[src/rtl/digit_scanner.sv]
// Four-digit multiplexed display scanner: a prescaler steps a digit index,
// and the inputs are latched once per frame. Optional macro: LEADING_ZERO_BLANK_EN.
module digit_scanner #(
  parameter int DIV = 12000
) (
  input  logic        clk,
  input  logic        rst,
  input  logic [15:0] digits,
  input  logic        neg,
  output logic [3:0]  bcd,
  output logic [3:0]  digit_en,
  output logic        frame_start
);

  localparam logic [15:0] LAST = 16'(DIV - 1);

  logic [15:0] cnt;
  logic [1:0]  idx;
  logic [15:0] sh_digits;
  logic        sh_neg;

  logic        tick;
  logic        boundary;
  logic [1:0]  idx_n;
  logic [15:0] src_digits;
  logic        src_neg;
  logic [3:0]  bcd_n;

  // Display code for position i of a latched frame (minus sign, optional blanking).
  function automatic logic [3:0] pick(input logic [15:0] d, input logic n, input logic [1:0] i);
    logic [3:0] nib;
    logic       blank;
    nib   = d[{i, 2'b00} +: 4];
    blank = 1'b0;
`ifdef LEADING_ZERO_BLANK_EN
    case (i)
      2'd3:    blank = (d[15:12] == 4'h0);
      2'd2:    blank = (n || d[15:12] == 4'h0) && (d[11:8] == 4'h0);
      2'd1:    blank = (n || d[15:12] == 4'h0) && (d[11:4] == 8'h00);
      default: blank = 1'b0;
    endcase
`endif
    if (n && i == 2'd3)
      pick = 4'b1011;
    else if (blank)
      pick = 4'b1111;
    else
      pick = nib;
  endfunction

  // At the frame boundary digit 0 must reflect the values being latched now.
  always_comb begin
    tick       = (cnt == LAST);
    boundary   = tick && (idx == 2'd3);
    idx_n      = idx + 2'd1;
    src_digits = boundary ? digits : sh_digits;
    src_neg    = boundary ? neg : sh_neg;
    bcd_n      = pick(src_digits, src_neg, idx_n);
  end

  always_ff @(posedge clk) begin
    if (rst) begin
      cnt         <= '0;
      idx         <= '0;
      sh_digits   <= '0;
      sh_neg      <= 1'b0;
      digit_en    <= 4'b0001;
      bcd         <= 4'b0000;
      frame_start <= 1'b0;
    end else begin
      cnt         <= tick ? 16'd0 : cnt + 16'd1;
      frame_start <= boundary;
      if (tick) begin
        idx      <= idx_n;
        digit_en <= 4'b0001 << idx_n;
        bcd      <= bcd_n;
      end
      if (boundary) begin
        sh_digits <= digits;
        sh_neg    <= neg;
      end
    end
  end

endmodule

[config.mk]
export PLATFORM = sky130hd
export DESIGN_NAME = digit_scanner
export DESIGN_NICKNAME = d
export VERILOG_FILES = /design/src/rtl/digit_scanner.sv
export SDC_FILE = /design/constraint.sdc
export NUM_CORES = 1
export LEC_CHECK = 0
export CAP_MARGIN = 30
export CORE_ASPECT_RATIO = 0.8
export CORE_MARGIN = 5
export CORE_UTILIZATION = 41
export CTS_CLUSTER_DIAMETER = 80
export DETAILED_ROUTE_END_ITERATION = 8
export GPL_TIMING_DRIVEN = 0
export PLACE_DENSITY = 0.68
export SYNTH_ARGS = -nofsm -noshare
export SYNTH_HDL_FRONTEND = slang
export SYNTH_SLANG_ARGS = --single-unit
[constraint.sdc]
create_clock -name clk -period 2.4 [get_ports clk]
set_input_delay 0.48 -clock clk [delete_from_list [all_inputs] [get_ports clk]]
set_output_delay 0.48 -clock clk [all_outputs]
set_load 0.03 [all_outputs]
# [After elaboration in Yosys (flattened, before gate mapping)]
# Index checks and enable logic that the tools add are counted.
[classes] n_addsub=2 eq_ne=3 n_shift=2 muxes=3 reduce_logical=3
[ops] op="$add 16x1->16 const B" n=1
[ops] op="$eq 16x14->1 const B" n=1
[ops] op="$mux 16" n=1
[ops] op="$shiftx 16x5->4" n=1
[ops] op="$eq 2x2->1 const B" n=2
[ops] op="$mux 4" n=1
[ops] op="$shl 1x2->4 const A" n=1
[ops] op="$add 2x1->2 const B" n=1
[ops] op="$logic_and 1x1->1" n=2
[ops] op="$reduce_or 2->1" n=1
[ops] op="$mux 1" n=1
[totals] register_bits=44 output_inout_bits=9 word_cells=20

# [Logic depth before layout (Yosys ltp)]
[logic_depth] ltp_word=5 mapped_depth=9 mapped_depth_nobuf=7

# [Worst setup path before layout]
# OpenSTA, ideal clock, no wires.
[synth_timing] kind="reg-to-reg" start="register cnt[5]" end="register bcd[1]" setup_ns=0.119 arrival_ns=2.174 slack_ns=0.107 path_stages_with_launch=8 n_path_buf=2 cell_sequence="dfxtp_1 > or4b_4 > or4_4 > buf_6 > buf_12 > mux4_2 > nor2_1 > nor2_1"
[synth_between] elab_chain_len=5 word_cells_on_any_way=7
[synth_lines] element="start, declared" line="17" text="logic [15:0] cnt;"
[synth_lines] element="start signal, assigned" line="71" text="cnt <= tick ? 16'd0 : cnt + 16'd1;"
[synth_lines] element="$eq 16x14->1 (*)" line="53" text="tick = (cnt == LAST);"
[synth_lines] element="$logic_and 1x1->1" line="54" text="boundary = tick && (idx == 2'd3);"
[synth_lines] element="$mux 16 / $mux 1 (equally long branches)"
[synth_lines] element="$shiftx 16x5->4 / $logic_and 1x1->1 (equally long branches)" line="33, 43"
[synth_lines] element="$mux 4" line="43" text="if (n && i == 2'd3)"
[synth_lines] element="end signal, assigned" line="76" text="bcd <= bcd_n;"
[synth_lines] element="end, declared" line="10" text="output logic [3:0] bcd,"
# Mark *: on every way between the ends. The rest lies on a longest branch, timed or not.
# A chain may end at the register's enable or synchronous reset.

# [Worst setup path in the final report]
# Same ends and word-level chain as after synthesis.

==> impl_summary.md <==
Status
The flow ran to the end, and the final reports show no timing, DRC or antenna violations.

Drt
The detailed-route DRC error count is 0. For this block, wires on met1 add up to roughly 2200 um. The via count normalized by instance count is 5.09. The topmost layer with routed signal wires is met4. The wire length after detailed routing is around 4300 um. For this run, the detailed router's first-pass iteration total came to 4.

The number of DRC markers in iteration 0 is 53. After detailed routing, the average wire length per cell comes to approximately 14 um. Detailed routing placed a total of 206 um of wire on met3. The routed layout has approximately 1600 vias.

The residual antenna-violating net count after detailed routing is 0. The amount of wire on met2 after detailed routing is ~1800 um.

Clocking
Clock latency on the worst-skew pair, taken at its later pin, is 300 ps. Clock tree synthesis inserted a total of 5 buffers. The deepest clock path buffer count is 2. The number of H-tree levels is 2. The number of sinks handled by clock tree synthesis is between 40 and 50. The clock root buffer is sky130_fd_sc_hd__clkbuf_8. Clock-pin slew was measured on the worst setup and hold paths at roughly 80 ps.

TritonCTS built the clock tree.

Timing
For this run, the top clock speed supported by timing is ~430 MHz. The max-slew violation count is 0. The max-slew headroom at the worst pin is 61.0%. Setup repair after global routing could not meet its margin everywhere. The total count of hold-check failures in the final report is 0. The clock period minus worst slack is 2330 ps.

Adding up every negative setup slack in the final design gives 0 ps. The worst setup skew after layout is ~5.2 ps. The final setup violation count is 0. The period utilization is between 90% and 100%. The transition time of the tightest slew-check pin is just under 600 ps.

Synth
The synthesized area per cell is between 9 and 10 um^2. The combinational family with the most area after synthesis is simple AND/OR/NAND/NOR gates. The portion of synthesized area spent on multiplexers is between 10 and 15%. The commonest register cell after synthesis is sky130_fd_sc_hd__dfxtp_1. After Yosys synthesis, XOR and XNOR cells account for roughly 4.3% of the synthesized area.

Summing the sequential cell areas from Yosys gives approximately 43% of the chip area. The synthesized netlist devotes ~3.7% of its cell area to adder and majority cells. The number of warning messages in the yosys log is 0. The synthesized design contains 0 enable-type register cells. The post-synthesis sequential element count is 44. In the post-synthesis netlist, the biggest area contributors are sky130_fd_sc_hd__dfxtp_1 (43%), sky130_fd_sc_hd__mux2i_1 (9.9%), sky130_fd_sc_hd__nor2_1 (5.9%). The post-synthesis compound-gate area fraction is 7.89%. Summed over its instances, the top area cell type makes up 43.4% of the synthesized netlist area. The leading area contributor after synthesis is sky130_fd_sc_hd__dfxtp_1. The synthesized netlist devotes between 20% and 30% of its cell area to simple gates. For this run, asynchronously set or reset flops after synthesis account for 0%. The post-synthesis instance total is between 200 and 250. The count of cell types in the netlist is 37.

The number of nets in the synthesized netlist is roughly 240. The netlist area before placement is ~0.002 mm^2.

Place
The placer's final routability congestion estimate is about 0.8. The instance area after placement is around 0.0024 mm^2. The quantity of I/O buffers inserted on ports is 27.

Including well taps, the total number of placed cells is roughly 300. Once detailed placement completed, the half-perimeter wirelength came to approximately 3100 um.

Critical path
At the worst endpoint, the arrival time is between 2000 and 3000 ps. STA classifies the critical path startpoint as a flop. In this run the worst path has a maximum fanout of 10. The type of element capturing the critical path is a flop.

The category of the most critical setup path is reg -> reg. The required arrival time at the worst endpoint is between 2000 and 3000 ps.

Global route
The number of antenna violations at the first check in global routing is 0. The first-pass GRT wire length is 6980 um. In the global route stage, overall resource usage came out at between 10% and 20%.

The via count of the first global-routing pass came to 1527. For this run the aggregate overflow at the end of global routing stands at 0. The maximum number of pins on one net before global-route repair is 14.

Layout
Compared with the post-synthesis result, the final layout area differs by 24.6%. The number of antenna diodes in the final layout is 0. Cells with a size suffix above 1 make up between 10% and 20% of the layout.

The library cell used most frequently in the layout, excluding fill and tap cells, is sky130_fd_sc_hd__dfxtp_1. In the layout the commonest cells are sky130_fd_sc_hd__dfxtp_1 (42), sky130_fd_sc_hd__nor2_1 (32), sky130_fd_sc_hd__clkdlybuf4s50_1 (27). The net count of the finished layout is approximately 280. Once layout is complete, the cells apart from fillers number 314.

The finished cells cover 0.00253 mm^2. Fill cells in the final layout number ~440. The final core utilization is between 50 and 60%.

Floorplan
The overall die area is 0.00647 mm^2. The initial utilization of the core area, before any placement, comes to 43.4%. The floorplan has 22 rows. The horizontal extent of the die is approximately 90 um. The core region is ~0.0047 mm^2. The die is 72.9 um tall. 28 I/O pins were placed.

Pwr
Summed over all cells, the static leakage comes to 0.997 nW. The maximum ir drop on the vdd rail is 0.252 mV. In this run the power density over the cells is between 500 and 600 mW/mm^2.

Job
The tool flagged a number of max-cap violations equal to 0.

Worst hold path
In this run the worst hold path is classified as reg -> reg.
[report_power, final]
| group | switching (mW) | internal (mW) | total, mW | leakage, nW |
|---|---|---|---|---|
| Combinational | 0.0241 | 0.0353 | 0.0594 | 0.590 |
| Clock | 0.245 | 0.230 | 0.475 | 0.0510 |
| Sequential | 0.00303 | 0.732 | 0.735 | 0.356 |
[metal layers]
| layer | vias up | global-route usage (%) |
|---|---|---|
| li1 | 828 | - |
| met1 | 731 | 19.8 |
| met2 | 29 | 20.2 |
| met3 | 9 | 3.27 |
| met4 | 0 | 6.04 |
| met5 | - | 0 |
[critical path: stages (launching register included)]
cell                      delay, ps
sky130_fd_sc_hd__dfxtp_4        350
sky130_fd_sc_hd__or4b_4         550
sky130_fd_sc_hd__or4_4          550
sky130_fd_sc_hd__buf_12         180
sky130_fd_sc_hd__mux4_2         440
sky130_fd_sc_hd__nor2_1         110
sky130_fd_sc_hd__nor2_1          50
[synth_stat cells (3+ instances only)]
cell and number:
sky130_fd_sc_hd__ha_1 6, sky130_fd_sc_hd__nor2_1 32, sky130_fd_sc_hd__clkbuf_1 6, sky130_fd_sc_hd__dfxtp_1 44
sky130_fd_sc_hd__nand3_1 6, sky130_fd_sc_hd__xor2_1 5, sky130_fd_sc_hd__xnor2_1 5, sky130_fd_sc_hd__o21ai_0 9
sky130_fd_sc_hd__nand2_1 20, sky130_fd_sc_hd__nand3b_1 3, sky130_fd_sc_hd__or3_1 5, sky130_fd_sc_hd__and2_1 3
sky130_fd_sc_hd__inv_1 6, sky130_fd_sc_hd__nand4_1 6, sky130_fd_sc_hd__a21oi_1 12, sky130_fd_sc_hd__mux2i_1 20
[metrics by stage]
| step | hold WS, ps | total power, mW | setup slack (ps) |
|---|---|---|---|
| floorplan | 413 | 0.773 | 107 |
| global placement | 425 | 0.812 | -294 |
| detailed placement | 431 | 0.813 | -360 |
| CTS | 449 | 1.29 | 0.464 |
| global route | 474 | 1.33 | -11.3 |
| finish | 451 | 1.27 | 72.4 |
[final cells by class]
class | instances | area (um^2) | share of cell area (%)
clock inverter | 2 | 10.0 | 0.396
clock buffer | 6 | 82.6 | 3.26
buffer | 8 | 53.8 | 2.13
tap | 60 | 75.1 | 2.97
multi-input combinational | 155 | 1080 | 42.9
sequential | 44 | 886 | 35.0
inverter | 6 | 22.5 | 0.890
timing repair buffer | 33 | 315 | 12.5
[worst paths after layout]
kind                            slack (ps)                  endpoint                     start  depth (start not counted)
worst max-delay path                    70       bcd[1]$_SDFFE_PP0N_         cnt[5]$_SDFF_PP0_                          6
worst min-delay path                   450  sh_digits[10]$_SDFF_PP0_  sh_digits[10]$_SDFF_PP0_                          2
worst max register to register          70       bcd[1]$_SDFFE_PP0N_         cnt[5]$_SDFF_PP0_                          6
worst min register to register         450  sh_digits[10]$_SDFF_PP0_  sh_digits[10]$_SDFF_PP0_                          2
[cell families after synthesis]
| kind of cell | after synthesis |
|---|---|
| compound gates | 28 |
| xor+xnor | 10 |
| fa+ha+maj | 6 |
| buf+inv | 15 |
| flops | 44 |
| mux | 25 |
| simple gates | 86 |
[flip-flops by register name (all words and copies together), names as in the netlist]
register and count:
frame_start 1, digit_en 4, idx 2, sh_neg 1, sh_digits 16, bcd 4
cnt 16
[what timing repair did]
item,in CTS,in global routing
gates resized for setup,5,8
hold buffers,0,0
pin swaps,2,2
setup buffers,2,4
gates cloned,0,0
setup endpoints to repair,15,14
No activity file was read; power rests on OpenSTA's default activity.
